$ cat src/rtl/field_mask_sequencer.sv
// Per-packet byte-mask sequencer: tracks beats of a configured packet
// and emits a registered mask of the field bytes present in each beat.
module field_mask_sequencer #(
    parameter int MASK_WIDTH   = 32,
    parameter int OFFSET_WIDTH = 16
) (
    input  logic                    axis_aclk,
    input  logic                    axis_resetn,
    input  logic                    cfg_valid,
    output logic                    cfg_ready,
    input  logic [OFFSET_WIDTH-1:0] cfg_offset,
    input  logic [OFFSET_WIDTH-1:0] cfg_length,
    input  logic                    s_tvalid,
    input  logic                    s_tready,
    input  logic                    s_tlast,
    output logic                    mask_valid,
    output logic [MASK_WIDTH-1:0]   beat_mask,
    output logic                    field_first,
    output logic                    field_last,
    output logic                    done,
    output logic                    error
);

    localparam int LW = $clog2(MASK_WIDTH);
    localparam int CW = OFFSET_WIDTH - LW + 2;
    localparam int EW = OFFSET_WIDTH + 1;

    localparam logic [0:0] S_IDLE   = 1'b0;
    localparam logic [0:0] S_ACTIVE = 1'b1;

    logic [0:0]              state_q;
    logic [0:0]              state_d;
    logic                    in_packet_q;
    logic                    in_packet_d;
    logic [OFFSET_WIDTH-1:0] off_q;
    logic [OFFSET_WIDTH-1:0] len_q;
    logic [CW-1:0]           cnt_q;
    logic [CW-1:0]           cnt_d;
    logic                    last_seen_q;
    logic                    last_seen_d;
    logic                    ready_d;

    logic beat;
    logic accept;
    logic live;
    logic emit;

    assign beat   = s_tvalid && s_tready;
    assign accept = cfg_valid && cfg_ready;
    assign live   = accept || (state_q == S_ACTIVE);
    assign emit   = beat && live;

    // A beat in the acceptance cycle is decoded straight from cfg_* as beat 0.
    logic [OFFSET_WIDTH-1:0] dec_off;
    logic [OFFSET_WIDTH-1:0] dec_len;
    logic [CW-1:0]           dec_cnt;
    logic                    dec_seen;

    assign dec_off  = accept ? cfg_offset : off_q;
    assign dec_len  = accept ? cfg_length : len_q;
    assign dec_cnt  = accept ? '0 : cnt_q;
    assign dec_seen = accept ? 1'b0 : last_seen_q;

    logic [EW-1:0]         end_byte;
    logic [CW-1:0]         start_beat;
    logic [CW-1:0]         end_beat;
    logic [LW-1:0]         start_idx;
    logic [LW-1:0]         end_idx;
    logic                  len_nz;
    logic                  is_start;
    logic                  is_end;
    logic                  in_range;
    logic [LW-1:0]         lo;
    logic [LW-1:0]         hi;
    logic [MASK_WIDTH-1:0] lo_mask;
    logic [MASK_WIDTH-1:0] hi_mask;
    logic [MASK_WIDTH-1:0] mask_d;
    logic                  first_d;
    logic                  last_d;

    assign end_byte   = {1'b0, dec_off} + {1'b0, dec_len} - EW'(1);
    assign start_beat = CW'(dec_off >> LW);
    assign end_beat   = CW'(end_byte >> LW);
    assign start_idx  = dec_off[LW-1:0];
    assign end_idx    = end_byte[LW-1:0];
    assign len_nz     = |dec_len;
    assign is_start   = (dec_cnt == start_beat);
    assign is_end     = (dec_cnt == end_beat);
    assign in_range   = len_nz && (dec_cnt >= start_beat) && (dec_cnt <= end_beat);

    // (MASK_WIDTH-1) - hi equals ~hi at LW bits.
    assign lo      = is_start ? start_idx : '0;
    assign hi      = is_end ? end_idx : '1;
    assign lo_mask = {MASK_WIDTH{1'b1}} << lo;
    assign hi_mask = {MASK_WIDTH{1'b1}} >> (~hi);
    assign mask_d  = in_range ? (lo_mask & hi_mask) : '0;
    assign first_d = len_nz && is_start;
    assign last_d  = len_nz && is_end;

    always_comb begin
        state_d     = state_q;
        in_packet_d = in_packet_q;
        cnt_d       = cnt_q;
        last_seen_d = last_seen_q;
        if (beat) begin
            in_packet_d = !s_tlast;
        end
        case (state_q)
            S_IDLE: begin
                if (accept) begin
                    cnt_d       = beat ? CW'(1) : '0;
                    last_seen_d = beat && last_d;
                    state_d     = (beat && s_tlast) ? S_IDLE : S_ACTIVE;
                end
            end
            S_ACTIVE: begin
                if (beat) begin
                    cnt_d       = (&cnt_q) ? cnt_q : cnt_q + CW'(1);
                    last_seen_d = last_seen_q || last_d;
                    if (s_tlast) begin
                        state_d = S_IDLE;
                    end
                end
            end
            default: state_d = S_IDLE;
        endcase
        ready_d = (state_d == S_IDLE) && !in_packet_d;
    end

    always_ff @(posedge axis_aclk or negedge axis_resetn) begin
        if (!axis_resetn) begin
            state_q     <= S_IDLE;
            in_packet_q <= 1'b0;
            cnt_q       <= '0;
            last_seen_q <= 1'b0;
            off_q       <= '0;
            len_q       <= '0;
            cfg_ready   <= 1'b0;
        end else begin
            state_q     <= state_d;
            in_packet_q <= in_packet_d;
            cnt_q       <= cnt_d;
            last_seen_q <= last_seen_d;
            cfg_ready   <= ready_d;
            if (accept) begin
                off_q <= cfg_offset;
                len_q <= cfg_length;
            end
        end
    end

    always_ff @(posedge axis_aclk or negedge axis_resetn) begin
        if (!axis_resetn) begin
            mask_valid  <= 1'b0;
            beat_mask   <= '0;
            field_first <= 1'b0;
            field_last  <= 1'b0;
            done        <= 1'b0;
            error       <= 1'b0;
        end else begin
            mask_valid <= emit;
            done       <= emit && s_tlast;
            error      <= emit && s_tlast && len_nz && !(dec_seen || last_d);
            if (emit) begin
                beat_mask   <= mask_d;
                field_first <= first_d;
                field_last  <= last_d;
            end
        end
    end

endmodule

$ cat config.mk
export PLATFORM = sky130hd
export DESIGN_NAME = field_mask_sequencer
export DESIGN_NICKNAME = d
export VERILOG_FILES = /design/src/rtl/field_mask_sequencer.sv
export SDC_FILE = /design/constraint.sdc
export NUM_CORES = 1
export LEC_CHECK = 0
export ABC_AREA = 1
export BUFFER_PORTS_ARGS = -buffer_cell sky130_fd_sc_hd__buf_4
export CAP_MARGIN = 5
export CORE_AREA = 2 2 105 107
export DETAILED_ROUTE_END_ITERATION = 8
export DIE_AREA = 0 0 107 109
export GPL_TIMING_DRIVEN = 0
export MAX_ROUTING_LAYER = met4
export PLACE_DENSITY = 0.77
export RECOVER_POWER = 100
export SLEW_MARGIN = 30
export SYNTH_ARGS = -nofsm -noshare
export SYNTH_HDL_FRONTEND = slang
export SYNTH_SLANG_ARGS = --single-unit
$ cat constraint.sdc
create_clock -name axis_aclk -period 4.7 [get_ports axis_aclk]
set_clock_uncertainty 0.15 [all_clocks]
set_input_delay 0.47 -clock axis_aclk [delete_from_list [all_inputs] [get_ports axis_aclk]]
set_output_delay 0.47 -clock axis_aclk [all_outputs]
set_load 0.05 [all_outputs]
[Word-level counts from Yosys, hierarchy flattened]
Index checks and enable logic that the tools add are counted.
Storage, ports and cells
  register bits: 86
  output and inout bits: 38
Cells by class
  add/subtract/negate cells: 3
  $lt $le $gt $ge: 2
  eq/ne operators: 5
  shifts and indexed selects: 2
  mux-type cells: 21
  bitwise gates (word level): 4
  reduce and logical (&&, ||, !) cells: 23
Operators by type and width (count)
  13-bit two-way mux: 4
  32-bit AND: 1
  16-bit two-way mux: 2
  32-bit two-way mux: 1
  32-bit by 5-bit left shift with 32-bit output, first input constant: 1
  32-bit by 5-bit >> shifter with 32-bit output, first input constant: 1
  13-bit case mux with 2 select lines: 1
  16-bit by 16-bit adder with 17-bit output: 1
  17-bit by 1-bit subtractor with 17-bit output, second input constant: 1
  16-bit OR reduction: 1
  13-bit by 1-bit adder with 13-bit output, second input constant: 1
  13-bit by 11-bit == test with 1-bit output: 1
  13-bit by 12-bit == test with 1-bit output: 1
  13-bit by 11-bit >= comparator with 1-bit output: 1
  13-bit by 12-bit <= comparator with 1-bit output: 1
  1-bit logical AND: 13
  13-bit AND reduction: 1
  5-bit two-way mux: 2
  1-bit two-way mux: 9
  5-bit NOT: 1
  2-bit inequality test, second input constant: 2
  1-bit case mux with 2 select lines: 2
  1-bit logical NOT: 3
  1-bit logical OR: 3
  4 further kinds: 5

[Logic depth before layout (Yosys ltp)]
  depth after elaboration: 10
  depth in mapped cells: 31
  mapped depth without buffers: 29

[Worst setup path after synthesis]
Ideal clock, no wire load.
  path kind: register to register
  from: register cfg_ready
  to: register beat_mask[17]
  library setup time: 0.118 ns
  arrival: 4.328 ns
  required time: 4.432 ns
  slack: 0.104 ns
  stages on the path, launching flop included: 29
  buffers on the path: 3
  clock period less this slack: 4.596 ns
  path through: dfrtp_1 -> nand2_2 -> buf_6 -> buf_6 -> clkbuf_1 -> o21ai_0 -> inv_1 -> ha_1 -> inv_1 -> ha_1 -> a21o_1 -> a21oi_1 -> nand2_1 -> a21o_1 -> nand2_1 -> nand2_1 -> nand2_1 -> nand2_1 -> ha_1 -> inv_1 -> nor2_1 -> nand3_2 -> nor2_4 -> nand2_1 -> nand2_1 -> o21bai_1 -> nor2_1 -> nand2_1 -> nand2_1
On the way
  word-level cells in the longest chain between the ends: 10
Ends and longest elaborated chain
  from (decl): line 10  | output logic cfg_ready,
  from (signal assigned): line 144  | cfg_ready <= ready_d;
  1-bit logical AND *: line 49  | assign accept = cfg_valid && cfg_ready;
  16-bit two-way mux *
  named net dec_off[5]: line 54  | logic [OFFSET_WIDTH-1:0] dec_off;
  16-bit by 16-bit adder with 17-bit output: line 81  | assign end_byte = {1'b0, dec_off} + {1'b0, dec_len} - EW'(1);
  17-bit by 1-bit subtractor with 17-bit output: line 81
  13-bit by 12-bit == test with 1-bit output: line 88  | assign is_end = (dec_cnt == end_beat);
  5-bit two-way mux: line 93  | assign hi = is_end ? end_idx : '1;
  5-bit NOT: line 95  | assign hi_mask = {MASK_WIDTH{1'b1}} >> (~hi);
  32-bit by 5-bit >> shifter with 32-bit output: line 95
  32-bit AND: line 96  | assign mask_d = in_range ? (lo_mask & hi_mask) : '0;
  32-bit two-way mux *: line 96
  to (signal assigned): line 165  | beat_mask <= mask_d;
  to (decl): line 17  | output logic [MASK_WIDTH-1:0] beat_mask,
Mark *: on every way through the listed nets, which the timed path passes. The rest lies on a longest branch.
A chain may end at the register's enable or synchronous reset.

[Worst setup path after layout]
  from: register cfg_ready
  to: register beat_mask[31]
Same word-level chain as after synthesis.

==> results.ini <==
[run_status]
status=finished, violations left
violations=max-capacitance violations, max-slew violations

[worst_setup_path]
start_kind=flip-flop
required_ns=4.86
worstPathMaxFanout=10
r2r_setup_slack_ns=0.27
slowest_stage=dfrtp_1
cp_common_cell=nand2_1
arrival_ns=4.60
critPathKind=flip-flop to flip-flop
crit_buf_inv=6
critical_path.top_delay_family=simple AND/OR/NAND/NOR gates
cp_slowest_stage_delay_ns=0.41
endpoint_kind=flip-flop

[floorplan]
rows=38
die_area_um2=11660
core_area_um2=10600
dieHeight_um=109
pin_count=76
die_width_um=107
start_util_pct=57.46

[clocking]
numCtsBuffers=9
max-clock-path-buffers=2
clock-sinks=86
cts_hold_buffers=0
cts_tree=done
cts-root-buf=clkbuf_8
cts_max_level=3
clk_latency_ns=0.37
path_clk_slew_ns=0.09

[synthesis]
yosysWarnings=0
synth_cell_types=41
syn_avg_cell_area_um2=7.035
synthCells=866
synth_nets=959
ys_seq_area_share_pct=35.33
syn_area_um2=6092
synth-seq-cells=86

[placed_design]
place_area_um2=6834
port_buffers=75
place_hpwl_mm=12.05
place_congestion=0.9963

[final_layout]
final_cell_mix=nand2_1 (276), inv_1 (139), buf_4 (98), dfrtp_1 (86), nor2_1 (80)
drive_gt1_share_pct=18.28
finalInstanceArea_um2=7385
mostFrequentLayoutCell=nand2_1
fin_nets=1068
n_antenna_cell=0
nFillCells=940
syn2layout_area_growth_pct=21.22

[global_route]
grt_max_degree=87
grt.overflow.total=0
grt_pass1_wl_mm=24.87
grtUsageTotal_pct=28.38
grt_pass1_vias=5049
antenna_found_initial=0

[run]
max_cap_viol_count=1

[route]
wirelength_mm=15.73
drt-pass1-iter-count=4
ant_nets=0
wl_per_cell_um=14.06
drtIter0Drc=337
drc=0
dr_total_vias=5815
routed_via_density=5.197

[timing]
hold_viol_final=0
setup_viol=0
period_share_pct=94.30
max_freq_mhz=225.6
finalMaxSlewViolations=87
finalCriticalPeriod_ns=4.432
slew_headroom_pct=-39.11
tightest_slew_ns=2.087

[hold_path]
hold_class=primary input to flip-flop

## cell families (layout without fill, tap and decap cells)
logic type	count (synthesis)	in the layout	share of synthesized area, %
fa+ha+maj	55	55	11.42
xor+xnor	12	12	1.725
simple gates	456	456	31.75
buf+inv	159	272	10.41
flops	86	86	35.33
compound gates	98	98	9.365
## sequential cells by signal (all words and copies together) (netlist names), 13 cells and up
| signal | cells |
|---|---|
| len_q | 16 |
| cnt_q | 13 |
| off_q | 16 |
| beat_mask | 32 |
## through the flow
stage | setup WS [ns] | hold WS [ns] | std cells | TNS, ns | utilization (%)
floorplan | 0.1040 | 0.02441 | 866 | 0 | -
global placement | -0.7455 | 0.3139 | 1081 | -21.64 | 64.42
detailed placement | -0.7535 | 0.3162 | 1081 | -22.79 | 64.46
CTS | 0.006484 | 0.03239 | 1097 | 0 | 66.62
global route | -0.04084 | 0.1970 | 1119 | -0.1670 | 69.65
finish | 0.2680 | 0.1999 | 1119 | 0 | 69.65
## synthesized netlist by cell type
cell	count	share of area [%]
o21a_1	2	0.25
clkbuf_1	6	0.37
a31o_2	1	0.14
inv_2	3	0.18
xnor2_1	6	0.86
inv_4	1	0.10
o21ai_2	6	0.86
fa_1	1	0.33
nor4_1	1	0.10
nor3b_1	1	0.12
o21bai_1	3	0.37
o211ai_1	2	0.25
buf_6	4	0.74
nand2_1	277	17
nand3_4	1	0.29
a21oi_1	40	3.3
buf_4	1	0.12
dfrtp_1	86	35
nand3_2	1	0.16
o21ai_4	1	0.27
nand3_1	48	3.9
o2111a_1	1	0.18
clkinv_1	3	0.18
nand2_2	7	0.72
o2111ai_1	1	0.14
nor2_1	83	5.1
nor2_4	6	1.1
o21ai_0	30	2.5
inv_1	140	8.6
nor3_1	9	0.74
buf_2	1	0.082
nor2_2	4	0.41
or2_2	3	0.31
nand3b_1	3	0.37
o31ai_1	3	0.37
nand4_1	11	1.1
ha_1	54	11
xor2_1	6	0.86
nor3_2	1	0.16
a21o_1	3	0.37
o21ai_1	5	0.41
## what timing repair did
action | in CTS | in global routing
cloned | 0 | 1
setup buffers | 2 | 21
setup endpoints to repair | 35 | 34
pin swaps | 3 | 10
gates resized for setup | 10 | 42
## area by class of cell
type,count,area [um^2],share of cell area (%)
clock buffers,10,137.6,1.864
inverters,147,559.3,7.574
multi-input cells,621,3445,46.65
clock inverters,5,60.06,0.8133
plain buffers,11,97.59,1.322
well taps,140,175.2,2.372
flip-flops and latches,86,2152,29.14
repair buffers,99,758.2,10.27
## layer usage
metal / track usage, % / wire length, um / vias to the layer above
met1: 42.41 / 7867 / 2676
li1: - / - / 2943
met3: 3.288 / 874 / 25
met5: - / 0 / -
met4: 8.534 / 291 / 0
met2: 40.54 / 6695 / 171
## worst register-to-register path, delay by kind of cell (launching register included)
kind / cells / cell delay (ns)
buf+inv: 6 / 0.73
flops: 1 / 0.41
fa+ha+maj: 3 / 0.91
xor+xnor: 1 / 0.13
compound gates: 3 / 0.38
simple gates: 15 / 1.67
## final timing paths
kind	startpoint	end	cells after the start
max	cfg_ready	beat_mask[31]	28
min	cfg_length[2]	len_q[2]	3
max reg2reg	cfg_ready	beat_mask[31]	28
min reg2reg	off_q[9]	off_q[9]	2
max in group asynchronous	axis_resetn	beat_mask[22]	1
min in group asynchronous	axis_resetn	off_q[11]	1
Power is not shown: default switching activity piles up to over one toggle a cycle in this logic, so the estimate is an artifact.
